**src/rtl/mgcmp_seq.sv**
```systemverilog
// mgcmp_seq: multi-cycle magnitude comparator.
//   Compares two WIDTH-bit operands CHUNK bits per cycle, MSB chunk first,
//   in unsigned or two's-complement mode, behind a start/busy/done handshake.
//
// Ports:
//   clk          system clock, rising-edge
//   rst          synchronous active-high reset (aborts a compare in progress)
//   start        request compare; only sampled while busy=0
//   signed_mode  1 = two's-complement, 0 = unsigned; latched with operands
//   a, b         operands, latched on an accepted start
//   busy         compare in progress
//   done         one-cycle pulse; x/y/z valid from this cycle
//   x, y, z      A > B, A == B, A < B (held until the next accepted start)
//
// Build option:
//   MGCMP_EARLY_EXIT_EN  defined: finish on the first differing chunk
//                        (latency 1..N). Undefined: always walk all N chunks
//                        (constant latency N); results are identical.
module mgcmp_seq #(
    parameter int WIDTH = 16,
    parameter int CHUNK = 4
) (
    input  logic             clk,
    input  logic             rst,
    input  logic             start,
    input  logic             signed_mode,
    input  logic [WIDTH-1:0] a,
    input  logic [WIDTH-1:0] b,
    output logic             busy,
    output logic             done,
    output logic             x,
    output logic             y,
    output logic             z
);

    localparam int N  = WIDTH / CHUNK;
    localparam int IW = (N > 1) ? $clog2(N) : 1;
    localparam logic [IW-1:0] LAST_IDX = IW'(N - 1);

    localparam logic [0:0] S_IDLE = 1'b0;
    localparam logic [0:0] S_RUN  = 1'b1;

    logic [0:0]       state;
    logic [IW-1:0]    idx;
    logic [WIDTH-1:0] a_sh;
    logic [WIDTH-1:0] b_sh;
    logic             sgn_q;
    logic [CHUNK-1:0] ca;
    logic [CHUNK-1:0] cb;
    logic             chunk_gt;
    logic             chunk_lt;

`ifndef MGCMP_EARLY_EXIT_EN
    logic             decided;
    logic             decided_gt;
`endif

    assign busy = (state == S_RUN);

    // Latched operands shift left each step, so the chunk under test is
    // always the top CHUNK bits. Signed mode flips the sign bit of the
    // MSB chunk only, turning a two's-complement compare into unsigned.
    always_comb begin
        ca = a_sh[WIDTH-1 -: CHUNK];
        cb = b_sh[WIDTH-1 -: CHUNK];
        if (sgn_q && (idx == '0)) begin
            ca[CHUNK-1] = ~ca[CHUNK-1];
            cb[CHUNK-1] = ~cb[CHUNK-1];
        end
        chunk_gt = (ca > cb);
        chunk_lt = (ca < cb);
    end

    always_ff @(posedge clk) begin
        if (rst) begin
            state <= S_IDLE;
            idx   <= '0;
            a_sh  <= '0;
            b_sh  <= '0;
            sgn_q <= 1'b0;
            done  <= 1'b0;
            x     <= 1'b0;
            y     <= 1'b0;
            z     <= 1'b0;
`ifndef MGCMP_EARLY_EXIT_EN
            decided    <= 1'b0;
            decided_gt <= 1'b0;
`endif
        end else begin
            done <= 1'b0;
            if (state == S_IDLE) begin
                if (start) begin
                    a_sh  <= a;
                    b_sh  <= b;
                    sgn_q <= signed_mode;
                    idx   <= '0;
                    x     <= 1'b0;
                    y     <= 1'b0;
                    z     <= 1'b0;
                    state <= S_RUN;
`ifndef MGCMP_EARLY_EXIT_EN
                    decided    <= 1'b0;
                    decided_gt <= 1'b0;
`endif
                end
            end else begin
`ifdef MGCMP_EARLY_EXIT_EN
                if (chunk_gt || chunk_lt) begin
                    x     <= chunk_gt;
                    z     <= chunk_lt;
                    done  <= 1'b1;
                    state <= S_IDLE;
                end else if (idx == LAST_IDX) begin
                    y     <= 1'b1;
                    done  <= 1'b1;
                    state <= S_IDLE;
                end else begin
                    idx  <= idx + 1'b1;
                    a_sh <= a_sh << CHUNK;
                    b_sh <= b_sh << CHUNK;
                end
`else
                // The first differing chunk's verdict is sticky; on the last
                // chunk it wins over whatever that chunk says.
                if (idx == LAST_IDX) begin
                    done  <= 1'b1;
                    state <= S_IDLE;
                    if (decided) begin
                        x <= decided_gt;
                        z <= ~decided_gt;
                    end else begin
                        x <= chunk_gt;
                        z <= chunk_lt;
                        y <= ~(chunk_gt | chunk_lt);
                    end
                end else begin
                    if (!decided && (chunk_gt || chunk_lt)) begin
                        decided    <= 1'b1;
                        decided_gt <= chunk_gt;
                    end
                    idx  <= idx + 1'b1;
                    a_sh <= a_sh << CHUNK;
                    b_sh <= b_sh << CHUNK;
                end
`endif
            end
        end
    end

endmodule
```
**config.mk**
```make
export PLATFORM = sky130hd
export DESIGN_NAME = mgcmp_seq
export DESIGN_NICKNAME = d
export VERILOG_FILES = /design/src/rtl/mgcmp_seq.sv
export SDC_FILE = /design/constraint.sdc
export NUM_CORES = 1
export LEC_CHECK = 0
export ABC_AREA = 1
export CORE_MARGIN = 4
export CORE_UTILIZATION = 49
export DETAILED_ROUTE_END_ITERATION = 6
export GPL_TIMING_DRIVEN = 0
export PLACE_DENSITY = 0.88
export RECOVER_POWER = 100
export SKIP_LAST_GASP = 1
export SYNTH_ARGS = -nofsm -noshare
export SYNTH_HDL_FRONTEND = slang
export SYNTH_SLANG_ARGS = --single-unit
```
**constraint.sdc**
```tcl
create_clock -name clk -period 1.7 [get_ports clk]
set_input_delay 0.17 -clock clk [delete_from_list [all_inputs] [get_ports clk]]
set_output_delay 0.17 -clock clk [all_outputs]
set_load 0.05 [all_outputs]
```
==> flow_metrics.py, run 1 <==
metrics = {
    "drt": {
        "via_count": 1793,
        "wl_per_cell_um": 12.4,
        "drtIter0Drc": 151,
        "drt_wl_total_um": 4270,
        "antenna_left": 0,
        "firstDrtPassIters": 5,
        "drcViolationCount": 0,
        "viasPerCell": 5.20,
    },
    "clock_network": {
        "root_buffer": "clkbuf_8",
        "cts_buffers": 5,
        "cts_sinks": 42,
        "cts.repair.resized": 0,
        "clk-insertion-delay-late_ns": 0.30,
        "htree_levels": 2,
        "cts.clk_slew.worst_paths_ns": 0.08,
        "post-cts-setup-buffers": 0,
        "cts_buffer_depth": 2,
        "holdBufCountCts": 0,
        "cts_tree": "yes",
    },
    "power_and_ir_drop": {
        "cellPowerDensity_nw_per_um2": 975,
        "internal_power_w": 0.00171,
        "p_total_w": 0.00234,
        "power_frac_seq_pct": 47.9,
        "power_switching_w": 0.000634,
        "vdd_ir_drop_max_v": 0.000638,
        "comb_power_share_pct": 18.8,
        "clkPwrFrac_pct": 33.3,
        "p_leak_nw": 0.952,
        "swShare_pct": 27.1,
    },
    "timing": {
        "grt_setup_unrepaired": "no",
        "max_slew.worst_pin.slew_ns": 0.498,
        "drv_slew": 0,
        "finalSetupTns_ns": 0,
        "max_slew_margin_pct": 66.7,
        "finClkSkew_ns": 0.00978,
        "timing.fmax_ghz": 0.609,
        "finalHoldViolCount": 0,
        "setup_violations": 0,
        "min_period_over_period_pct": 96.5,
        "fin_crit_ns": 1.64,
    },
    "die": {
        "initial_core_util_pct": 50.6,
        "die_area_sq_um": 4830,
        "core_area_sq_um": 3660,
        "die_w_um": 69.5,
        "die_h_um": 69.5,
        "pin_count": 41,
        "placementRows": 22,
    },
    "worst_setup_path": {
        "arrival_ns": 1.47,
        "path_buf_inv": 1,
        "critPathTopFamily": "buffers and inverters",
        "crit_fanout": 1,
        "worstSetupEndpointType": "primary output",
        "critPathSlowestCell": "dlygate4sd3_1",
        "startpoint_type": "register",
        "cp.required_ns": 1.53,
        "path_class": "reg2out",
        "max_stage_delay_ns": 0.86,
        "worstPathCellList": "dlygate4sd3_1",
    },
    "synth": {
        "syn_nets": 291,
        "synthSimpleGateAreaFrac_pct": 22.6,
        "synth_top_family_by_area": "simple AND/OR/NAND/NOR gates",
        "synth_compound_area_share_pct": 20.0,
        "ys_ff_latch": 42,
        "yosysSeqAreaShare_pct": 45.4,
        "netlist_area_sq_um": 1850,
        "yosys_warnings": 0,
        "synthCells": 250,
        "avgSynthCellArea_sq_um": 7.41,
        "synthDistinctLibCells": 19,
        "synth-xor-area-share_pct": 0,
        "synth_adder_area_share_pct": 3.38,
        "muxShareOfSynthArea_pct": 0,
    },
    "final_layout": {
        "layout.nets": 337,
        "stdcell_count": 345,
        "area_growth_pct": 29.5,
        "diodes": 0,
        "final_cell_mix": "nand2_1 (83), dfxtp_1 (42), clkdlybuf4s50_1 (38), o21ai_0 (28), a31oi_1 (24)",
        "drive_gt1_share_pct": 5.72,
        "fillCellCount": 309,
        "final_common_cell": "nand2_1",
    },
    "run": {
        "max_cap_violations": 0,
    },
    "place": {
        "hpwlAfterDp_um": 3190,
        "gp_congestion": 0.835,
        "portBuffers": 39,
        "dp_cells": 337,
    },
    "outcome": {
        "status": "finished clean",
    },
    "grt": {
        "grt_usage_pct": 17.7,
        "antenna_found_initial": 0,
        "grt_max_degree": 13,
        "grt_pass1_wl_um": 7020,
        "grt_overflow_total": 0,
        "grt_pass1_vias": 1643,
    },
    "worst_hold_path": {
        "min_path_type": "in2reg",
    },
}
final timing paths:
check	from	to	slack [ns]	cells after the start
setup reg to reg	idx[0]$_SDFFE_PP0P_	b_sh[4]$_SDFFE_PP0P_	0.17	6
hold reg to reg	a_sh[1]$_SDFFE_PP0P_	a_sh[1]$_SDFFE_PP0P_	0.47	2
hold / removal	rst	decided_gt$_SDFFE_PP0P_	0.20	2
setup / recovery	done$_SDFF_PP0_	done	0.06	1
metrics by stage:
stage | hold WS (ns) | utilization (%) | area (sq um) | worst slack, ns
detailed placement | 0.456 | 62.9 | 2300 | 0.233
CTS | 0.197 | 65.8 | 2410 | 0.0899
global placement | 0.448 | 62.9 | 2300 | 0.288
finish | 0.196 | 65.5 | 2400 | 0.0588
floorplan | 0.318 | - | 1850 | 0.0960
global route | 0.213 | 65.5 | 2400 | 0.0308
metal layers:
metal | vias to the layer above | part of all wire, % | GRT usage, % | wire, um
li1 | 918 | - | - | -
met1 | 820 | 45 | 22.2 | 1910
met2 | 48 | 48 | 28.5 | 2040
met3 | 7 | 5.7 | 4.78 | 243
met4 | 0 | 1.6 | 7.81 | 69
met5 | - | 0 | 0 | 0
power by group through the flow:
| stage | combinational, W | clock [W] | sequential (W) |
|---|---|---|---|
| final | 0.000440 | 0.000780 | 0.00112 |
| after global routing | 0.000498 | 0.000814 | 0.00113 |
| after CTS | 0.000446 | 0.000778 | 0.00112 |
| after detailed placement | 0.000444 | 0 | 0.00114 |
| after global placement | 0.000433 | 0 | 0.00114 |
| after floorplan | 0.000282 | 0 | 0.00113 |
cells by family after synthesis:
kind of cell,count (synthesis)
buffers and inverters,33
flip-flops,42
AND/OR/NAND/NOR,102
adder cells (fa/ha/maj),5
AO/OA/AOI/OAI,68
area by class of cell:
| class | count | area (sq um) | area share [%] |
|---|---|---|---|
| buffer | 16 | 80.1 | 3.34 |
| clock buffer | 7 | 76.3 | 3.18 |
| clock inverter | 1 | 30.0 | 1.25 |
| inverter | 17 | 68.8 | 2.87 |
| multi-input combinational | 175 | 852 | 35.5 |
| sequential | 42 | 841 | 35.1 |
| tap | 48 | 60.1 | 2.50 |
| timing repair buffer | 39 | 390 | 16.3 |
cell usage after synthesis:
master,n,area (sq um)
dfxtp_1,42,841
nand2_1,83,312
a21oi_1,16,80.1
inv_6,1,8.76
nand2_4,1,11.3
ha_1,5,62.6
buf_6,2,22.5
a31oi_1,24,150
nor2_1,6,22.5
nand3_1,8,40.0
nor2_4,2,22.5
o21ai_0,28,140
buf_2,3,15.0
inv_2,2,7.51
nor3_1,1,5.00
inv_1,14,52.6
buf_4,3,22.5
nand4_1,1,6.26
clkbuf_1,8,30.0
registers in the layout, summed over array words and instances (netlist names):
signal,count
a_sh,16
y,1
busy,1
b_sh,16
decided_gt,1
x,1
sgn_q,1
decided,1
z,1
idx,2
done,1
Note: power is estimated with default switching activity, not from simulation.
==> inputs of run 2 (changes only) <==
- CTS_CLUSTER_DIAMETER: default -> 60
- PLACE_DENSITY: 0.88 -> 0.85
==> flow_metrics.py, run 2 (synthesized netlist as in run 1, its figures left out) <==
metrics = {
    "grt": {
        "grt_max_degree": 14,
        "grt_pass1_wl_um": 7230,
        "grt_pass1_vias": 1669,
        "antenna_found_initial": 0,
        "grt_overflow_total": 0,
        "grt_usage_pct": 18.6,
    },
    "worst_hold_path": {
        "hold_start": "rst",
        "hold-path-cell-count": 2,
        "min_path_type": "in2reg",
        "hold_end": "decided$_SDFFE_PP0P_",
    },
    "clock_network": {
        "cts_tree": "yes",
        "cts.repair.resized": 0,
        "post-cts-setup-buffers": 0,
        "root_buffer": "clkbuf_8",
        "holdBufCountCts": 0,
        "cts_buffer_depth": 2,
        "cts_buffers": 5,
        "cts_sinks": 42,
        "cts.clk_slew.worst_paths_ns": 0.08,
        "clk-insertion-delay-late_ns": 0.30,
        "htree_levels": 2,
    },
    "final_layout": {
        "stdcell_count": 345,
        "area_growth_pct": 29.7,
        "top_regs": "a_sh x16, b_sh x16, idx x2",
        "fillCellCount": 312,
        "regArea_sq_um": 841,
        "diodes": 0,
        "final_common_cell": "nand2_1",
        "layout.nets": 337,
        "final_cell_mix": "nand2_1 (83), dfxtp_1 (42), clkdlybuf4s50_1 (39), o21ai_0 (28), a31oi_1 (24)",
        "multiInputGateArea_sq_um": 852,
        "drive_gt1_share_pct": 6.06,
    },
    "die": {
        "die_w_um": 69.5,
        "placementRows": 22,
        "die_area_sq_um": 4830,
        "initial_core_util_pct": 50.6,
        "pin_count": 41,
        "core_area_sq_um": 3660,
        "die_h_um": 69.5,
    },
    "worst_setup_path": {
        "arrival_ns": 1.44,
        "critPathSlowestCell": "clkdlybuf4s50_1",
        "reg2reg_depth": 8,
        "regToRegStartpoint": "busy$_SDFF_PP0_",
        "regToRegEndpoint": "decided_gt$_SDFFE_PP0P_",
        "max_stage_delay_ns": 0.81,
        "path_class": "reg2out",
        "worstSetupEndpointType": "primary output",
        "cp.required_ns": 1.53,
        "crit_fanout": 2,
        "critPathTopFamily": "buffers and inverters",
        "startpoint_type": "register",
        "path_buf_inv": 1,
        "reg2reg_setup_slack_ns": 0.17,
        "worstPathCellList": "clkdlybuf4s50_1",
        "crit_cells": 1,
    },
    "place": {
        "portBuffers": 39,
        "post-place-ws_ns": 0.256,
        "dp_cells": 337,
        "gp_congestion": 0.818,
        "hpwlAfterDp_um": 3000,
    },
    "timing": {
        "max_slew.worst_pin.slew_ns": 0.504,
        "timing.fmax_ghz": 0.621,
        "drv_slew": 0,
        "grt_setup_unrepaired": "no",
        "max_slew_margin_pct": 66.3,
        "setup_violations": 0,
        "setup_ws_ns": 0.0901,
        "finalHoldViolCount": 0,
        "finClkSkew_ns": 0.00267,
        "min_period_over_period_pct": 94.7,
        "finalSetupTns_ns": 0,
        "fin_crit_ns": 1.61,
    },
    "outcome": {
        "status": "finished clean",
    },
    "power_and_ir_drop": {
        "p_leak_nw": 0.948,
        "vdd_ir_drop_max_v": 0.000593,
        "cellPowerDensity_nw_per_um2": 980,
    },
    "drt": {
        "viasPerCell": 5.21,
        "drt_wl_total_um": 4250,
        "firstDrtPassIters": 5,
        "wl_per_cell_um": 12.3,
        "drcViolationCount": 0,
        "via_count": 1796,
        "drtIter0Drc": 136,
        "antenna_left": 0,
    },
    "run": {
        "max_cap_violations": 0,
    },
}
## run 2: changes by cell type in the layout (fill, tap and decap cells not counted), sizes merged
| cell | change |
|---|---|
| dlygate4sd3 | -1 |
| clkdlybuf4s50 | +1 |
| clkbuf | -1 |
| clkinvlp | +1 |
## run 2: through the flow
step | util [%] | cell area (sq um) | hold slack, ns | total power [W]
after detailed placement | 62.9 | 2300 | 0.452 | 0.00158
after floorplan | - | 1850 | 0.318 | 0.00142
after CTS | 65.9 | 2410 | 0.191 | 0.00236
after global routing | 65.6 | 2400 | 0.220 | 0.00247
final | 65.6 | 2400 | 0.196 | 0.00235
after global placement | 62.9 | 2300 | 0.449 | 0.00157
## run 2: worst max-delay path by stage
stage               slack, ns       startpoint               endpoint
floorplan                 0.1  busy$_SDFF_PP0_  b_sh[10]$_SDFFE_PP0P_
global placement         0.29            start   a_sh[5]$_SDFFE_PP0P_
detailed placement       0.26            start  a_sh[13]$_SDFFE_PP0P_
CTS                      0.08   x$_SDFFE_PP0P_                      x
global route             0.03  busy$_SDFF_PP0_   b_sh[1]$_SDFFE_PP0P_
finish                   0.09   x$_SDFFE_PP0P_                      x
## run 2: worst reg2reg max path, stage by stage, from the launching register on
cell and delay, ns:
dfxtp_1 0.32, buf_4 0.18, inv_6 0.12, nand2_4 0.08, inv_2 0.09, clkbuf_1 0.38
nor2_1 0.10, nand2_1 0.10, a21oi_1 0.06
## run 2: area by class of cell
cell class | count | area share [%]
plain buffers | 16 | 3.33
flip-flops and latches | 42 | 35.0
inverters | 17 | 2.86
repair buffers | 39 | 16.3
well taps | 48 | 2.50
multi-input cells | 175 | 35.5
clock buffers | 6 | 3.02
clock inverters | 2 | 1.56
## run 2: power by group
part / total, W / internal [W] / leakage (nW) / switching, W
registers: 0.00112 / 0.00107 / 0.347 / 0.0000477
logic: 0.000441 / 0.000195 / 0.550 / 0.000245
clock network: 0.000796 / 0.000438 / 0.0514 / 0.000358
## run 2: metal layers
metal	vias to the layer above	wire length [um]	GRT usage, %
met1	809	1890	22.8
met3	9	281	4.78
met2	57	1980	28.8
li1	921	-	-
met4	0	91	11.9
met5	-	0	0
==> inputs of run 3 (changes only) <==
- CORE_ASPECT_RATIO: default -> 1.4
==> flow_metrics.py, run 3 (synthesized netlist as in run 1, its figures left out) <==
metrics = {
    "grt": {
        "grt_max_degree": 15,
        "grt_usage_pct": 19.6,
        "antenna_found_initial": 0,
        "grt_overflow_total": 0,
        "grt_pass1_wl_um": 7330,
        "grt_pass1_vias": 1730,
    },
    "run": {
        "max_cap_violations": 0,
    },
    "worst_setup_path": {
        "path_buf_inv": 1,
        "crit_fanout": 1,
        "worstSetupEndpointType": "primary output",
        "cp.required_ns": 1.53,
        "critPathSlowestCell": "dlygate4sd3_1",
        "reg2reg_setup_slack_ns": 0.16,
        "max_stage_delay_ns": 0.86,
        "path_class": "reg2out",
        "startpoint_type": "register",
        "worstPathCellList": "dlygate4sd3_1",
        "regToRegEndpoint": "b_sh[7]$_SDFFE_PP0P_",
        "reg2reg_depth": 6,
        "critPathTopFamily": "buffers and inverters",
        "arrival_ns": 1.46,
        "regToRegStartpoint": "idx[0]$_SDFFE_PP0P_",
    },
    "final_layout": {
        "final_cell_mix": "nand2_1 (83), dfxtp_1 (42), clkdlybuf4s50_1 (37), o21ai_0 (28), a31oi_1 (24)",
        "drive_gt1_share_pct": 6.40,
        "top_regs": "a_sh x16, b_sh x16, idx x2",
        "area_growth_pct": 28.4,
        "diodes": 0,
        "layout.nets": 337,
        "final_common_cell": "nand2_1",
        "utilization_pct": 65.2,
    },
    "timing": {
        "finClkSkew_ns": 0.00401,
        "setup_violations": 0,
        "min_period_over_period_pct": 96.1,
        "drv_slew": 0,
        "fin_crit_ns": 1.63,
        "max_slew_margin_pct": 57.1,
        "timing.fmax_ghz": 0.612,
        "max_slew.worst_pin.slew_ns": 0.646,
        "finalHoldViolCount": 0,
        "finalSetupTns_ns": 0,
        "grt_setup_unrepaired": "no",
    },
    "power_and_ir_drop": {
        "cellPowerDensity_nw_per_um2": 948,
        "comb_power_share_pct": 19.6,
        "power_frac_seq_pct": 49.7,
        "power_switching_w": 0.000656,
        "p_leak_nw": 0.945,
        "swShare_pct": 29.1,
        "vdd_ir_drop_max_v": 0.000710,
        "internal_power_w": 0.00160,
        "clkPwrFrac_pct": 30.7,
    },
    "die": {
        "die_area_sq_um": 4840,
        "die_h_um": 80.7,
        "initial_core_util_pct": 50.8,
        "pin_count": 41,
        "placementRows": 26,
        "core_area_sq_um": 3640,
        "die_w_um": 60.0,
    },
    "clock_network": {
        "root_buffer": "clkbuf_8",
        "cts_tree": "yes",
        "htree_levels": 2,
        "cts_buffer_depth": 2,
        "cts_sinks": 42,
        "clk-insertion-delay-late_ns": 0.29,
        "cts.clk_slew.worst_paths_ns": 0.08,
        "cts_buffers": 5,
    },
    "drt": {
        "via_count": 1792,
        "drcViolationCount": 0,
        "wl_per_cell_um": 12.9,
        "antenna_left": 0,
        "drtIter0Drc": 66,
        "firstDrtPassIters": 4,
        "drt_wl_total_um": 4390,
        "viasPerCell": 5.29,
    },
    "place": {
        "portBuffers": 39,
        "hpwlAfterDp_um": 3230,
        "gp_congestion": 0.784,
    },
    "outcome": {
        "status": "finished clean",
    },
    "worst_hold_path": {
        "hold-path-cell-count": 2,
        "hold_start": "rst",
        "min_path_type": "in2reg",
        "hold_end": "idx[1]$_SDFFE_PP0P_",
    },
}
[run 3: layout make-up]
type / count / area, sq um
fillers: 320 / 1270
multi-input cells: 175 / 852
flip-flops and latches: 42 / 841
repair buffers: 39 / 384
clock buffers: 6 / 82.6
plain buffers: 16 / 80.1
inverters: 17 / 68.8
well taps: 42 / 52.6
clock inverters: 2 / 16.3
[run 3: how the worst max path moves through the flow]
stage                   startpoint                       to  cells after the start
2_1_floorplan      busy$_SDFF_PP0_    b_sh[10]$_SDFFE_PP0P_                      9
3_3_place_gp                 start     b_sh[7]$_SDFFE_PP0P_                      8
3_5_place_dp                 start     b_sh[7]$_SDFFE_PP0P_                      8
5_1_grt        idx[0]$_SDFFE_PP0P_  decided_gt$_SDFFE_PP0P_                     10
6_report           done$_SDFF_PP0_                     done                      1
4_1_cts            busy$_SDFF_PP0_                     busy                      1
[run 3: what timing repair did]
action,4_1_cts,5_1_grt
endpoints found under the hold margin,0,0
setup buffers,0,0
setup endpoints to repair,0,1
hold buffers,0,0
gates resized for setup,0,1
[run 3: through the flow]
step	total power, W	hold slack [ns]	area, sq um	worst slack [ns]	instances
2_1_floorplan	0.00142	0.318	1850	0.0960	250
4_1_cts	0.00226	0.224	2390	0.0243	339
6_report	0.00225	0.233	2380	0.0669	339
3_3_place_gp	0.00157	0.449	2290	0.288	331
5_1_grt	0.00237	0.254	2380	0.00216	339
3_5_place_dp	0.00159	0.454	2290	0.228	331
[run 3: power by group through the flow]
stage / Combinational (W) / Sequential, W / Clock, W
2_1_floorplan: 0.000282 / 0.00113 / 0
3_3_place_gp: 0.000433 / 0.00114 / 0
3_5_place_dp: 0.000448 / 0.00114 / 0
4_1_cts: 0.000451 / 0.00112 / 0.000693
5_1_grt: 0.000498 / 0.00113 / 0.000744
6_report: 0.000442 / 0.00112 / 0.000692
[run 3: metal layers]
layer	vias to the layer above	global-route usage, %	part of all wire [%]
li1	922	-	-
met1	807	22.2	40
met3	10	3.97	5.0
met2	53	34.3	53
met4	0	9.09	2.0
met5	-	0	0
